==> src/rtl/pc_stall_ctrl_if.sv <==
// PC stall controller handshake bundle.
// Pipeline requests flow in; stall, flush and status flow out.
interface pc_stall_ctrl_if;
    logic        isDiv;
    logic        divDone;
    logic        redirect;
    logic        divIsActive;
    logic        divStart;
    logic        flush;
    logic        divErr;
    logic [15:0] stallCount;

    modport master (
        output isDiv,
        output divDone,
        output redirect,
        input  divIsActive,
        input  divStart,
        input  flush,
        input  divErr,
        input  stallCount
    );

    modport slave (
        input  isDiv,
        input  divDone,
        input  redirect,
        output divIsActive,
        output divStart,
        output flush,
        output divErr,
        output stallCount
    );
endinterface

==> src/rtl/pc_stall_ctrl.sv <==
// PC hold / squash controller for multi-cycle divide and redirects.
// All outputs are registered from the next-state decode.
module pc_stall_ctrl #(
    parameter int FLUSH_DEPTH = 4,
    parameter int DIV_TIMEOUT = 32
) (
    input  logic           clk,
    input  logic           resetN,
    pc_stall_ctrl_if.slave bus
);

    typedef enum logic [1:0] {
        IDLE  = 2'd0,
        BUSY  = 2'd1,
        FLUSH = 2'd2
    } state_t;

    localparam logic [5:0] BUSY_LAST  = 6'(DIV_TIMEOUT - 1);
    localparam logic [3:0] FLUSH_LOAD = 4'(FLUSH_DEPTH - 1);

    state_t     state;
    state_t     state_nxt;
    logic [5:0] busyCnt;
    logic [5:0] busy_nxt;
    logic [3:0] flushCnt;
    logic [3:0] flush_nxt;
    logic       err_nxt;

    always_comb begin
        state_nxt = state;
        busy_nxt  = busyCnt;
        flush_nxt = flushCnt;
        err_nxt   = bus.divErr;
        unique case (state)
            IDLE: begin
                // redirect beats a simultaneous divide
                if (bus.redirect) begin
                    state_nxt = FLUSH;
                    flush_nxt = FLUSH_LOAD;
                end else if (bus.isDiv) begin
                    state_nxt = BUSY;
                    busy_nxt  = 6'd0;
                end
            end
            BUSY: begin
                busy_nxt = busyCnt + 6'd1;
                if (bus.divDone) begin
                    state_nxt = IDLE;
                end else if (busyCnt == BUSY_LAST) begin
                    state_nxt = IDLE;
                    err_nxt   = 1'b1;
                end
            end
            FLUSH: begin
                if (bus.redirect) begin
                    flush_nxt = FLUSH_LOAD;
                end else if (flushCnt == 4'd0) begin
                    state_nxt = IDLE;
                end else begin
                    flush_nxt = flushCnt - 4'd1;
                end
            end
            default: state_nxt = IDLE;
        endcase
    end

    always_ff @(posedge clk or negedge resetN) begin
        if (!resetN) begin
            state           <= IDLE;
            busyCnt         <= 6'd0;
            flushCnt        <= 4'd0;
            bus.divIsActive <= 1'b0;
            bus.divStart    <= 1'b0;
            bus.flush       <= 1'b0;
            bus.divErr      <= 1'b0;
            bus.stallCount  <= 16'd0;
        end else begin
            state           <= state_nxt;
            busyCnt         <= busy_nxt;
            flushCnt        <= flush_nxt;
            bus.divIsActive <= (state_nxt == BUSY);
            bus.divStart    <= (state == IDLE) && (state_nxt == BUSY);
            bus.flush       <= (state_nxt == FLUSH);
            bus.divErr      <= err_nxt;
            if (bus.divIsActive && (bus.stallCount != 16'hFFFF)) begin
                bus.stallCount <= bus.stallCount + 16'd1;
            end
        end
    end

endmodule

==> src/flat_wrapper.sv <==
// flat-port wrapper written by rule: the top's interface ports become plain ports
module pc_stall_ctrl_flat 
#(
    parameter int FLUSH_DEPTH = 4,
    parameter int DIV_TIMEOUT = 32
)
  (clk, resetN, bus_isDiv, bus_divDone, bus_redirect, bus_divIsActive, bus_divStart, bus_flush, bus_divErr, bus_stallCount);
  pc_stall_ctrl_if bus_i ();
  input  logic clk;
  input  logic resetN;
  input wire logic [$bits(bus_i.isDiv)-1:0] bus_isDiv;
  input wire logic [$bits(bus_i.divDone)-1:0] bus_divDone;
  input wire logic [$bits(bus_i.redirect)-1:0] bus_redirect;
  output wire logic [$bits(bus_i.divIsActive)-1:0] bus_divIsActive;
  output wire logic [$bits(bus_i.divStart)-1:0] bus_divStart;
  output wire logic [$bits(bus_i.flush)-1:0] bus_flush;
  output wire logic [$bits(bus_i.divErr)-1:0] bus_divErr;
  output wire logic [$bits(bus_i.stallCount)-1:0] bus_stallCount;
  assign bus_i.isDiv = bus_isDiv;
  assign bus_i.divDone = bus_divDone;
  assign bus_i.redirect = bus_redirect;
  assign bus_divIsActive = bus_i.divIsActive;
  assign bus_divStart = bus_i.divStart;
  assign bus_flush = bus_i.flush;
  assign bus_divErr = bus_i.divErr;
  assign bus_stallCount = bus_i.stallCount;
  pc_stall_ctrl #(.FLUSH_DEPTH(FLUSH_DEPTH), .DIV_TIMEOUT(DIV_TIMEOUT)) u_core (.clk(clk), .resetN(resetN), .bus(bus_i));
endmodule
==> config.mk <==
export PLATFORM = sky130hd
export DESIGN_NAME = pc_stall_ctrl_flat
export DESIGN_NICKNAME = d
export VERILOG_FILES = /design/src/rtl/pc_stall_ctrl_if.sv /design/src/rtl/pc_stall_ctrl.sv /design/src/flat_wrapper.sv
export SDC_FILE = /design/constraint.sdc
export NUM_CORES = 1
export LEC_CHECK = 0
export CAP_MARGIN = 10
export CORE_UTILIZATION = 47
export CTS_CLUSTER_SIZE = 14
export DETAILED_ROUTE_END_ITERATION = 16
export PLACE_DENSITY = 0.73
export SYNTH_ARGS = -nofsm -noshare
export SYNTH_HDL_FRONTEND = slang
export SYNTH_SLANG_ARGS = --single-unit
export TNS_END_PERCENT = 1
==> constraint.sdc <==
create_clock -name clk -period 1.41 [get_ports clk]
set_input_delay 0.141 -clock clk [delete_from_list [all_inputs] [get_ports clk]]
set_output_delay 0.141 -clock clk [all_outputs]
set_load 0.01 [all_outputs]
==> metrics.md <==
| Metric | Value |
|---|---|
| Cells along the critical path | `ha_4 > nand4_4 > or4_4 > nand4_1 > xnor2_1` |
| Clock period minus final worst setup slack | `1.49 ns` |
| Final ANT Viol Nets | `0` |
| Post-route DRC | `0` |
| Site row count | `20` |
| Worst hold path class | `in -> async` |
| Critical path's slowest cell | `or4_4` |
| Number of filler cells placed in the layout | `249` |
| RSZ-0062 raised after global routing | `yes` |
| Signed area change from the synthesized netlist to the final layout | `46.0%` |
| Synthesized cell area | `0.00155 mm²` |
| Share of synthesized registers carrying an async set or reset | `1.00` |
| Violations in the final reports | `negative setup slack` |
| Maximum number of pins on one net before global-route repair | `33` |
| Arrival time at the worst endpoint | `1.75 ns` |
| Routed length on met2 | `1740 µm` |
| Maximum fanout count along the critical path | `5` |
| Sequential share of the synthesized area | `0.516` |
| Slowest cell delay on critical path | `0.52 ns` |
| Rel. slew slack | `0.730` |
| Clk_lat worst skew | `0.34 ns` |
| Detailed router's first-iteration violation count | `44` |
| Post-Route WL | `3450 µm` |
| Number of nets in the synthesized netlist | `151` |
| Number of synthesized register bits | `32` |
| Total CTS buffers | `5` |
| Worst Skew | `0.0113 ns` |
| Leakage Power | `1.13 nW` |
| Total via count in the routed design | `1365` |
| Clock transition at path regs | `0.10 ns` |
| Accumulated negative setup slack | `-0.629 ns` |
| Commonest non-fill, non-tap cells in the layout | `buf_4 (41), dfrtp_1 (29), xnor2_1 (14), dlygate4sd2_1 (14), nand2_1 (11)` |
| Fmax | `669 MHz` |
| Proportion of layout cells with a drive suffix above 1 | `0.329` |
| Post-detailed-route wirelength per cell | `13.6 µm` |
| Initial Utilization | `0.500` |
| CTS tree | `built` |
| CTS H-tree depth | `2` |
| # IOs | `25` |
| Die Area | `0.00353 mm²` |
| Commonest non-fill, non-tap cell in the layout | `buf_4` |
| Fraction of the core area covered by cells at the end of the flow | `0.730` |
| Total power consumption of the routed design | `0.00251 W` |
| Footprint of the multi-input gates | `810 µm²` |
| First-pass iteration count of the detailed router | `4` |
| Critical Path End Type | `flop` |
| Actual transition at the worst max-transition pin | `0.399 ns` |
| Avg Inst Size Synth | `10.9 µm²` |
| Cell area reported after detailed placement | `0.00216 mm²` |
| Number of failing hold endpoints at the final stage | `0` |
| Worst Setup Slack post-DPL | `-0.140 ns` |
| Met3 wire length | `191 µm` |
| Antenna violations before repair | `0` |
| Synth Instances | `142` |
| Final critical-path share of the clock period | `1.06` |
| P per Cell Area | `1110 mW/mm²` |
| GPL Wtd Cong | `0.798` |
| Highest Signal Layer | `met4` |
| Startpoint types | `flop` |
| Wire length of the first global-routing pass | `5940 µm` |
| Number of global-route vias before repair | `1412` |
| Critical path class | `reg -> reg` |
| Number of antenna repair diodes | `0` |
| Standard cell core area | `0.00310 mm²` |
| Data required time at the worst endpoint | `1.67 ns` |
| Final max-slew violation count | `0` |
| Maximum clock path buffer count | `2` |
| Number of sinks driven by the clock tree | `32` |
| Final setup violation count | `13` |
| DP HPWL | `2450 µm` |
| M1 wire length | `1460 µm` |
| YS warnings | `0` |
| Max cap viols | `0` |
| Y dimension of the die | `59.5 µm` |
| Post-route design area | `0.00226 mm²` |
| Number of synthesized flops with an enable pin | `0` |
| Number of distinct library cells after synthesis | `37` |
| Worst-case setup margin in the final layout | `-0.0845 ns` |
| Worst Reg-to-Reg Cells | `5` |
| Die boundary width | `59.5 µm` |
| Remaining global-route overflow | `0` |
| Number of port buffers | `24` |
| Main synth FF type | `dfrtp_1` |
| Worst-case vdd ir drop | `0.000784 V` |
| Final Net Count | `218` |
| CTS Root Cell | `clkbuf_4` |
| Register Area | `805 µm²` |
| Run status | `complete, but fails checks` |
| Vias per inst | `5.37` |
| GR Util All Layers | `0.230` |
[sequential cells by signal, summed over array words and instances, names as in the netlist]
| name | count |
|---|---|
| u_core.bus.stallCount | 16 |
| u_core.busyCnt | 6 |
| u_core.flushCnt | 4 |
| u_core.state | 2 |
| u_core.bus.divErr | 1 |
| u_core.bus.divIsActive | 1 |
| u_core.bus.divStart | 1 |
| u_core.bus.flush | 1 |
[final timing paths]
| path | start | slack [ns] | to |
|---|---|---|---|
| max in group asynchronous | resetN | 0.89 | u_core.bus.stallCount[0]$_DFFE_PN0P_ |
| min | resetN | 0.20 | u_core.bus.stallCount[9]$_DFFE_PN0P_ |
| max reg2reg | u_core.bus.stallCount[0]$_DFFE_PN0P_ | -0.08 | u_core.bus.stallCount[13]$_DFFE_PN0P_ |
| min reg2reg | u_core.bus.divErr$_DFFE_PN0P_ | 0.47 | u_core.bus.divErr$_DFFE_PN0P_ |
| max | u_core.bus.stallCount[0]$_DFFE_PN0P_ | -0.08 | u_core.bus.stallCount[13]$_DFFE_PN0P_ |
| min in group clk | u_core.bus.divErr$_DFFE_PN0P_ | 0.47 | u_core.bus.divErr$_DFFE_PN0P_ |
[critical path, delay by kind of cell (launching register included)]
family / cells / cell delay (ns)
xor gates and xnor gates: 1 / 0.12
adders and majority gates: 1 / 0.15
DFF: 1 / 0.40
and+or+nand+nor: 3 / 0.74
[cells by family (layout without fill, tap and decap cells)]
family / count (synthesis) / count (layout) / share of synthesized area
multiplexers: 2 / 2 / 0.0129
buffers and inverters: 9 / 77 / 0.0218
AO/OA/AOI/OAI: 20 / 20 / 0.0968
AND/OR/NAND/NOR: 56 / 56 / 0.213
adder cells (fa/ha/maj): 4 / 4 / 0.0323
XOR/XNOR: 19 / 19 / 0.107
flip-flops: 32 / 32 / 0.516
[what timing repair did]
item	4_1_cts	5_1_grt
setup buffers	2	0
hold buffers	0	0
endpoints found under the setup margin	35	20
gates resized for setup	23	9
pin swaps	10	3
cloned	0	0
[synthesized netlist by cell type, types with 2 or more instances]
cell type,instances,area share
nand4_2,2,0.016
ha_1,4,0.032
nor3_1,2,0.0065
clkbuf_1,3,0.0073
dfrtp_1,32,0.52
and4_1,2,0.011
and3_1,4,0.016
or2_2,2,0.0081
xor2_1,5,0.028
nand3_1,4,0.013
nand2_1,11,0.027
nand4_1,8,0.032
a21oi_1,3,0.0097
nor2_1,10,0.024
o2111ai_1,3,0.017
and2_1,2,0.0081
xnor2_1,14,0.079
inv_1,6,0.015
mux2i_1,2,0.013
o21ai_0,6,0.019
[cell type report]
cell class | instances | share of cell area
Multi-Input combinational cell | 101 | 0.357
Sequential cell | 32 | 0.355
Timing Repair Buffer | 63 | 0.227
Clock buffer | 8 | 0.0260
Tap cell | 44 | 0.0243
Inverter | 6 | 0.00994
[metrics by stage]
stage,hold slack [ns],std cells
after global routing,0.222,254
after global placement,0.441,244
after detailed placement,0.455,244
after CTS,0.200,254
final,0.199,254
after floorplan,-0.155,142
[power by group]
part           leakage, nW  switching [W]  total (W)  internal (W)
clock network       0.0326       0.000310   0.000556      0.000246
registers            0.420       0.000130    0.00118       0.00105
logic                0.675       0.000356   0.000769      0.000413
[layer usage]
metal,vias up,GRT usage
met4,0,0.122
met1,669,0.265
li1,645,-
met5,-,0
met3,8,0.0742
met2,43,0.377
(Power assumes the default switching activity.)
